**config.mk**
```make
export PLATFORM = sky130hd
export DESIGN_NAME = mm_refill_arbiter
export DESIGN_NICKNAME = d
export VERILOG_FILES = /design/src/rtl/mm_refill_arbiter.sv
export SDC_FILE = /design/constraint.sdc
export NUM_CORES = 1
export LEC_CHECK = 0
export CAP_MARGIN = 20
export CORE_MARGIN = 10
export CORE_UTILIZATION = 33
export CTS_BUF_LIST = sky130_fd_sc_hd__clkbuf_16
export CTS_CLUSTER_DIAMETER = 200
export DETAILED_ROUTE_END_ITERATION = 7
export GPL_TIMING_DRIVEN = 0
export MAX_ROUTING_LAYER = met4
export PLACE_DENSITY = 0.67
export REMOVE_ABC_BUFFERS = 1
export SYNTH_ARGS = -nofsm -noshare
export SYNTH_HDL_FRONTEND = slang
export SYNTH_SLANG_ARGS = --single-unit
```
**constraint.sdc**
```tcl
create_clock -name CLK -period 4.5 [get_ports CLK]
set_clock_uncertainty 0.1 [all_clocks]
set_input_delay 0.9 -clock CLK [delete_from_list [all_inputs] [get_ports CLK]]
set_output_delay 0.9 -clock CLK [all_outputs]
set_load 0.05 [all_outputs]
```
**src/rtl/mm_refill_arbiter.sv**
```systemverilog
// Refill controller for the single main-memory read port shared by the I- and D-cache.
// It arbitrates the two miss requests, fetches each 2-word block as two beats and strobes the fill.
module mm_refill_arbiter #(
  parameter int ADDR_W = 32,
  parameter int CNT_W  = 20
) (
  input  logic              CLK,
  input  logic              RESET,
  input  logic              I_MISS,
  input  logic [ADDR_W-1:0] I_ADDR,
  input  logic              D_MISS,
  input  logic [ADDR_W-1:0] D_ADDR,
  output logic              MM_REQ,
  output logic [ADDR_W-1:0] MM_ADDR,
  input  logic              MM_ACK,
  input  logic              MM_RVALID,
  input  logic [31:0]       MM_RDATA,
  output logic              I_FILL,
  output logic              D_FILL,
  output logic [63:0]       FILL_DATA,
  output logic              I_STALL,
  output logic              D_STALL,
  output logic              BUSY,
  output logic [CNT_W-1:0]  CNT_I_REFILL,
  output logic [CNT_W-1:0]  CNT_D_REFILL
);

  typedef enum logic [2:0] {
    S_IDLE,
    S_REQ,
    S_BEAT0,
    S_BEAT1,
    S_FILL
  } state_t;

  typedef enum logic {
    SIDE_I = 1'b0,
    SIDE_D = 1'b1
  } side_t;

  localparam logic [ADDR_W-1:0] BLOCK_MASK = ~{{(ADDR_W-3){1'b0}}, 3'b111};

  state_t              r_state;
  side_t               r_owner;
  side_t               r_last_grant;
  logic                r_mm_req;
  logic [ADDR_W-1:0]   r_mm_addr;
  logic                r_i_fill;
  logic                r_d_fill;
  logic [63:0]         r_fill_data;
  logic [CNT_W-1:0]    r_cnt_i;
  logic [CNT_W-1:0]    r_cnt_d;

  logic                w_any_miss;
  logic                w_grant_d;
  logic [ADDR_W-1:0]   w_grant_addr;

  // On a tie the side that was not served last wins.
  assign w_any_miss   = I_MISS | D_MISS;
  assign w_grant_d    = D_MISS & (~I_MISS | (r_last_grant == SIDE_I));
  assign w_grant_addr = w_grant_d ? D_ADDR : I_ADDR;

  // NOTE: every state register below uses non-blocking assignment so all of them
  // update together on the clock edge, independent of statement order.
  always_ff @(posedge CLK or posedge RESET) begin
    if (RESET) begin
      r_state      <= S_IDLE;
      r_owner      <= SIDE_I;
      r_last_grant <= SIDE_I;
      r_mm_req     <= 1'b0;
      r_mm_addr    <= '0;
      r_i_fill     <= 1'b0;
      r_d_fill     <= 1'b0;
      r_fill_data  <= '0;
      r_cnt_i      <= '0;
      r_cnt_d      <= '0;
    end else begin
      // NOTE: the fill strobes default low every cycle so they are single-cycle pulses
      // raised only on the transition into FILL.
      r_i_fill <= 1'b0;
      r_d_fill <= 1'b0;

      case (r_state)
        S_IDLE: begin
          if (w_any_miss) begin
            r_owner   <= w_grant_d ? SIDE_D : SIDE_I;
            r_mm_addr <= w_grant_addr & BLOCK_MASK;
            r_mm_req  <= 1'b1;
            r_state   <= S_REQ;
          end
        end

        S_REQ: begin
          if (MM_ACK) begin
            r_mm_req <= 1'b0;
            r_state  <= S_BEAT0;
          end
        end

        S_BEAT0: begin
          if (MM_RVALID) begin
            r_fill_data[31:0] <= MM_RDATA;
            r_state           <= S_BEAT1;
          end
        end

        S_BEAT1: begin
          if (MM_RVALID) begin
            r_fill_data[63:32] <= MM_RDATA;
            r_i_fill           <= (r_owner == SIDE_I);
            r_d_fill           <= (r_owner == SIDE_D);
            r_state            <= S_FILL;
          end
        end

        S_FILL: begin
          if (r_owner == SIDE_I) begin
            r_cnt_i <= r_cnt_i + CNT_W'(1);
          end else begin
            r_cnt_d <= r_cnt_d + CNT_W'(1);
          end
          r_last_grant <= r_owner;
          r_state      <= S_IDLE;
        end

        default: begin
          r_state <= S_IDLE;
        end
      endcase
    end
  end

  assign MM_REQ       = r_mm_req;
  assign MM_ADDR      = r_mm_addr;
  assign I_FILL       = r_i_fill;
  assign D_FILL       = r_d_fill;
  assign FILL_DATA    = r_fill_data;
  assign CNT_I_REFILL = r_cnt_i;
  assign CNT_D_REFILL = r_cnt_d;
  assign BUSY         = (r_state != S_IDLE);

  // The side waiting behind the owner stalls only through its own miss level.
  assign I_STALL = I_MISS | (BUSY & (r_owner == SIDE_I));
  assign D_STALL = D_MISS | (BUSY & (r_owner == SIDE_D));

endmodule

```
== Yosys cells after proc, flatten, opt, wreduce, memory -nomap -nowiden ==
Index checks and enable logic that the tools add are counted.
Widths: inputs -> output; s select.

* $add $sub $neg: 2
* Equality and inequality tests: 8
* Muxes and demuxes: 14
* Bitwise logic cells: 10
* Reductions and logical operators: 10

{| class="wikitable"
|+ Operators by type and width
! cell !! count
|-
| $add 20x1->20 const B || 2
|-
| $mux 32 || 1
|-
| $mux 3 || 4
|-
| $pmux 3 s4 || 1
|-
| $reduce_and 2->1 || 5
|-
| $ne 2x2->1 const B || 4
|-
| $mux 1 || 7
|-
| $eq 3x2->1 const B || 2
|-
| $or 1x1->1 || 4
|-
| $reduce_and 4->1 || 1
|-
| $and 1x1->1 || 3
|-
| $eq 3x1->1 const B || 1
|-
| $eq 3x3->1 const B || 1
|-
| $logic_not 3->1 || 1
|-
| $not 1->1 || 3
|-
| $reduce_and 3->1 || 1
|-
| $reduce_bool 3->1 || 1
|-
| $pmux 1 s2 || 1
|-
| $reduce_bool 2->1 || 1
|}

* Register bits: 141
* Input port bits: 102
* Logic and storage cells: 55

== Longest topological paths before layout ==
* Word-level depth: 4
* Depth in mapped cells: 7

== Least setup slack after synthesis ==
No wires, ideal clock.

* Path kind: flip-flop to output port
* From: register r_state[0]
* To: output D_STALL
* Arrival time: 1.613 ns
* Slack: 1.887 ns
* Cell stages (with the launch flop): 5
* Buffers on the path: 2
* Path through: dfrtp_1 > buf_6 > or3_1 > clkbuf_1 > a21o_1

* Cells in the longest elaborated chain, start to end: 3

{| class="wikitable"
|+ RTL lines
! item !! RTL line !! text
|-
| start, declared || 43 || <nowiki>state_t r_state;</nowiki>
|-
| start signal, assigned || 67 || <nowiki>r_state <= S_IDLE;</nowiki>
|-
| start signal, assigned || 89 || <nowiki>r_state <= S_REQ;</nowiki>
|-
| start signal, assigned || 96 || <nowiki>r_state <= S_BEAT0;</nowiki>
|-
| $reduce_bool 3->1 || 140 || <nowiki>assign BUSY = (r_state != S_IDLE);</nowiki>
|-
| net BUSY || 23 || <nowiki>output logic BUSY,</nowiki>
|-
| $and 1x1->1 || 144 || <nowiki>assign D_STALL = D_MISS | (BUSY & (r_owner == SIDE_D));</nowiki>
|-
| $or 1x1->1 || 144 ||
|-
| end, declared || 22 || <nowiki>output logic D_STALL,</nowiki>
|}

The timed path passes the listed nets, and every way through them passes these cells.

== Final worst setup path ==
* From: input I_MISS
* To: output I_STALL

* Cells in the longest elaborated chain, start to end: 1

{| class="wikitable"
|+ RTL lines
! item !! RTL line !! text
|-
| start, declared || 9 || <nowiki>input logic I_MISS,</nowiki>
|-
| $or 1x1->1 || 143 || <nowiki>assign I_STALL = I_MISS | (BUSY & (r_owner == SIDE_I));</nowiki>
|-
| end, declared || 21 || <nowiki>output logic I_STALL,</nowiki>
|}

No other way between the ends.

==> results.toml <==
[yosys]
syn_avg_cell_area_um2 = 11.14
ys_top_cells_by_count = "dfrtp_1, nand2_1, nor2_1"
synthDistinctLibCells = 40
ys_seq_area_share_pct = 59.87
synth-seq-cells = 141
ys.warnings.count = 0
synth_top_area_share_pct = 59.87
syn_area_um2 = 5893
synthCells = 529
synth_ff_type = "dfrtp_1"
synth.area.top_cells = "dfrtp_1, nand2_1, mux2_2"
async_flop_share_pct = 100.0
synth.most_common_cell = "dfrtp_1"
yosysTopAreaCell = "dfrtp_1"
synth-edff-count = 0

[route]
vias = 4592
route.detailed.drc = 0
first_iter_violations = 183
post_drt_wl_per_cell_um = 17.56
drt-pass1-iter-count = 4
avgViaCountPerCell = 4.597
drt-total-wl_um = 17540
ant_nets = 0

[clock_tree]
cts_setup_buffers = 0
worstSkewPairLatency_ps = 410
cts_tree = "done"
cts.clk_slew.worst_paths_ps = 60
htree_levels = 4
cts-root-buf = "clkbuf_16"
cts_buffer_depth = 2
cts.sinks = 141
cts_buffers = 17
cts_hold_buf = 0
cts_resized = 0

[setup_path]
end_kind = "primary output"
worstPathArrival_ps = 2460
crit_required_ps = 3500
path_max_fanout = 4
slowest_stage = "clkdlybuf4s50_1"
crit_buf_inv = 2
worstSetupStartpointType = "input pin"
max_stage_delay_ps = 840
path_cells = "clkdlybuf4s50_1 -> a21o_1 -> clkdlybuf4s50_1"
crit_type = "in2out"
crit_top_cell = "clkdlybuf4s50_1"
critPathTopFamily = "buffers and inverters"

[power]
power_uw = 6904
leakage_uw = 0.004040
powerDensity_nw_per_um2 = 756.6
vdd_ir_drop_max_mv = 0.5385

[sta]
slew_viol_final = 0
finalSetupTns_ps = 0
setup_violations = 0
worst_slew_pin_slew_ps = 903.7
max_freq_ghz = 0.2894
slew-limit-headroom_pct = 39.75
finalHoldViolations = 0
period_share_pct = 76.80
setup_ws_ps = 1044
min_period_ps = 3456
rsz0062_at_grt = "false"

[global_route]
overflow = 0
track_usage_pct = 15.05
grt_max_degree = 76
use_met1_pct = 16.49
top_usage_layer = "met2"
antenna_found_initial = 0
grt_pass1_wl_um = 27900
grt_use_met2_pct = 25.52
met3_usage_pct = 5.049
grt_pass1_vias = 4993

[place]
gp_congestion = 0.7692
dp.cells = 967
pre_cts_ws_ps = 1045
dp_hpwl_um = 13100
portBuffers = 234

[floorplanning]
die_y_um = 153.6
die_w_um = 153.6
io_pins = 244
start_util_pct = 33.84
dieArea_um2 = 23600
rows = 48
coreArea_um2 = 17420

[outcome]
outcome = "complete, no violations"

[cells_and_area]
stdcell_count = 999
antenna_cells = 0
areaGrowthSynthToFinish_pct = 54.84
final_nets = 867
post_route_cells_drive_above_1_share_pct = 9.690
fin_util_pct = 52.39

[flow_run]
cap_violations = 0

[min_path]
hp-class = "reg2reg"
[per-stage QoR]
step,hold slack [ps],cell area (µm²)
3_5_place_dp,362.5,8517
4_1_cts,379.9,9092
2_1_floorplan,408.9,5772
5_1_grt,395.5,9125
3_3_place_gp,356.3,8396
6_report,377.3,9125
[report_power, final]
group | leakage (µW) | total, µW | switching (µW) | internal (µW)
clock | 0.000270 | 1390 | 533 | 858
combinational | 0.00201 | 3490 | 2300 | 1190
sequential | 0.00176 | 2020 | 301 | 1720
[final timing paths]
kind / start / endpoint / slack [ps] / depth (start not counted)
max in group asynchronous: RESET / CNT_I_REFILL[8] / 2650 / 3
hold reg to reg: FILL_DATA[61] / FILL_DATA[61] / 380 / 2
min in group asynchronous: RESET / MM_ADDR[16] / 860 / 2
setup / recovery: I_MISS / I_STALL / 1040 / 3
hold / removal: FILL_DATA[61] / FILL_DATA[61] / 380 / 2
setup reg to reg: r_state[1] / CNT_D_REFILL[19] / 2170 / 5
[flip-flops by register name, indices dropped and copies added (netlist names)]
signal	cells
CNT_D_REFILL	20
FILL_DATA	64
CNT_I_REFILL	20
MM_ADDR	29
D_FILL	1
r_owner	1
r_state	3
I_FILL	1
r_last_grant	1
MM_REQ	1
[cells in the final DEF (no fill, tap or decap), types with 2 or more instances in the layout]
cell type,netlist,routed
and3_1,5,5
a21oi_1,31,31
clkinvlp_4,0,4
nor4_1,2,2
xnor2_1,24,24
nor3_1,7,7
buf_16,0,2
inv_6,0,2
nor2_1,41,40
a21o_1,2,2
conb_1,1,3
nand2_1,116,116
bufinv_16,0,3
inv_1,6,5
buf_12,0,2
nand2b_1,3,3
clkbuf_16,0,17
clkdlybuf4s50_1,0,234
clkinv_2,0,2
xor2_1,13,13
and2_1,3,3
buf_8,0,2
dfrtp_1,141,141
ha_1,2,2
o21ai_0,3,3
nand3_1,12,12
mux2_2,33,33
and4_1,6,6
nand4_1,8,8
clkinv_1,0,3
mux2i_1,29,29
[kinds of logic after synthesis]
| kind of cell | synth area share (%) |
|---|---|
| adders and majority gates | 0.4246 |
| and+or+nand+nor | 16.69 |
| buffers and inverters | 2.569 |
| xor gates and xnor gates | 5.775 |
| AOI/OAI and AO/OA | 3.376 |
| other | 0.06363 |
| DFF | 59.87 |
| muxes | 11.23 |
[metal layers]
layer	up-vias	routed length (µm)	part of all wire [%]
li1	2227	-	-
met1	2228	7061	40
met2	116	9199	52
met3	21	1033	5.9
met4	0	244	1.4
met5	-	0	0
[worst reg2reg max path: cells and delay by family, from the launching register on]
family        cells  cell delay [ps]
buf+inv           1              260
xor+xnor          1              180
simple gates      3             1190
flops             1              520
[cell type report]
type                    instances  area, µm²
flip-flops and latches        141       3528
well taps                     225      281.5
clock inverters                13      150.1
clock buffers                  17      425.4
multi-input cells             356       2240
inverters                       6      27.53
repair buffers                241       2472
fillers                      1547       8292
Power figures use the tool's default switching activity.
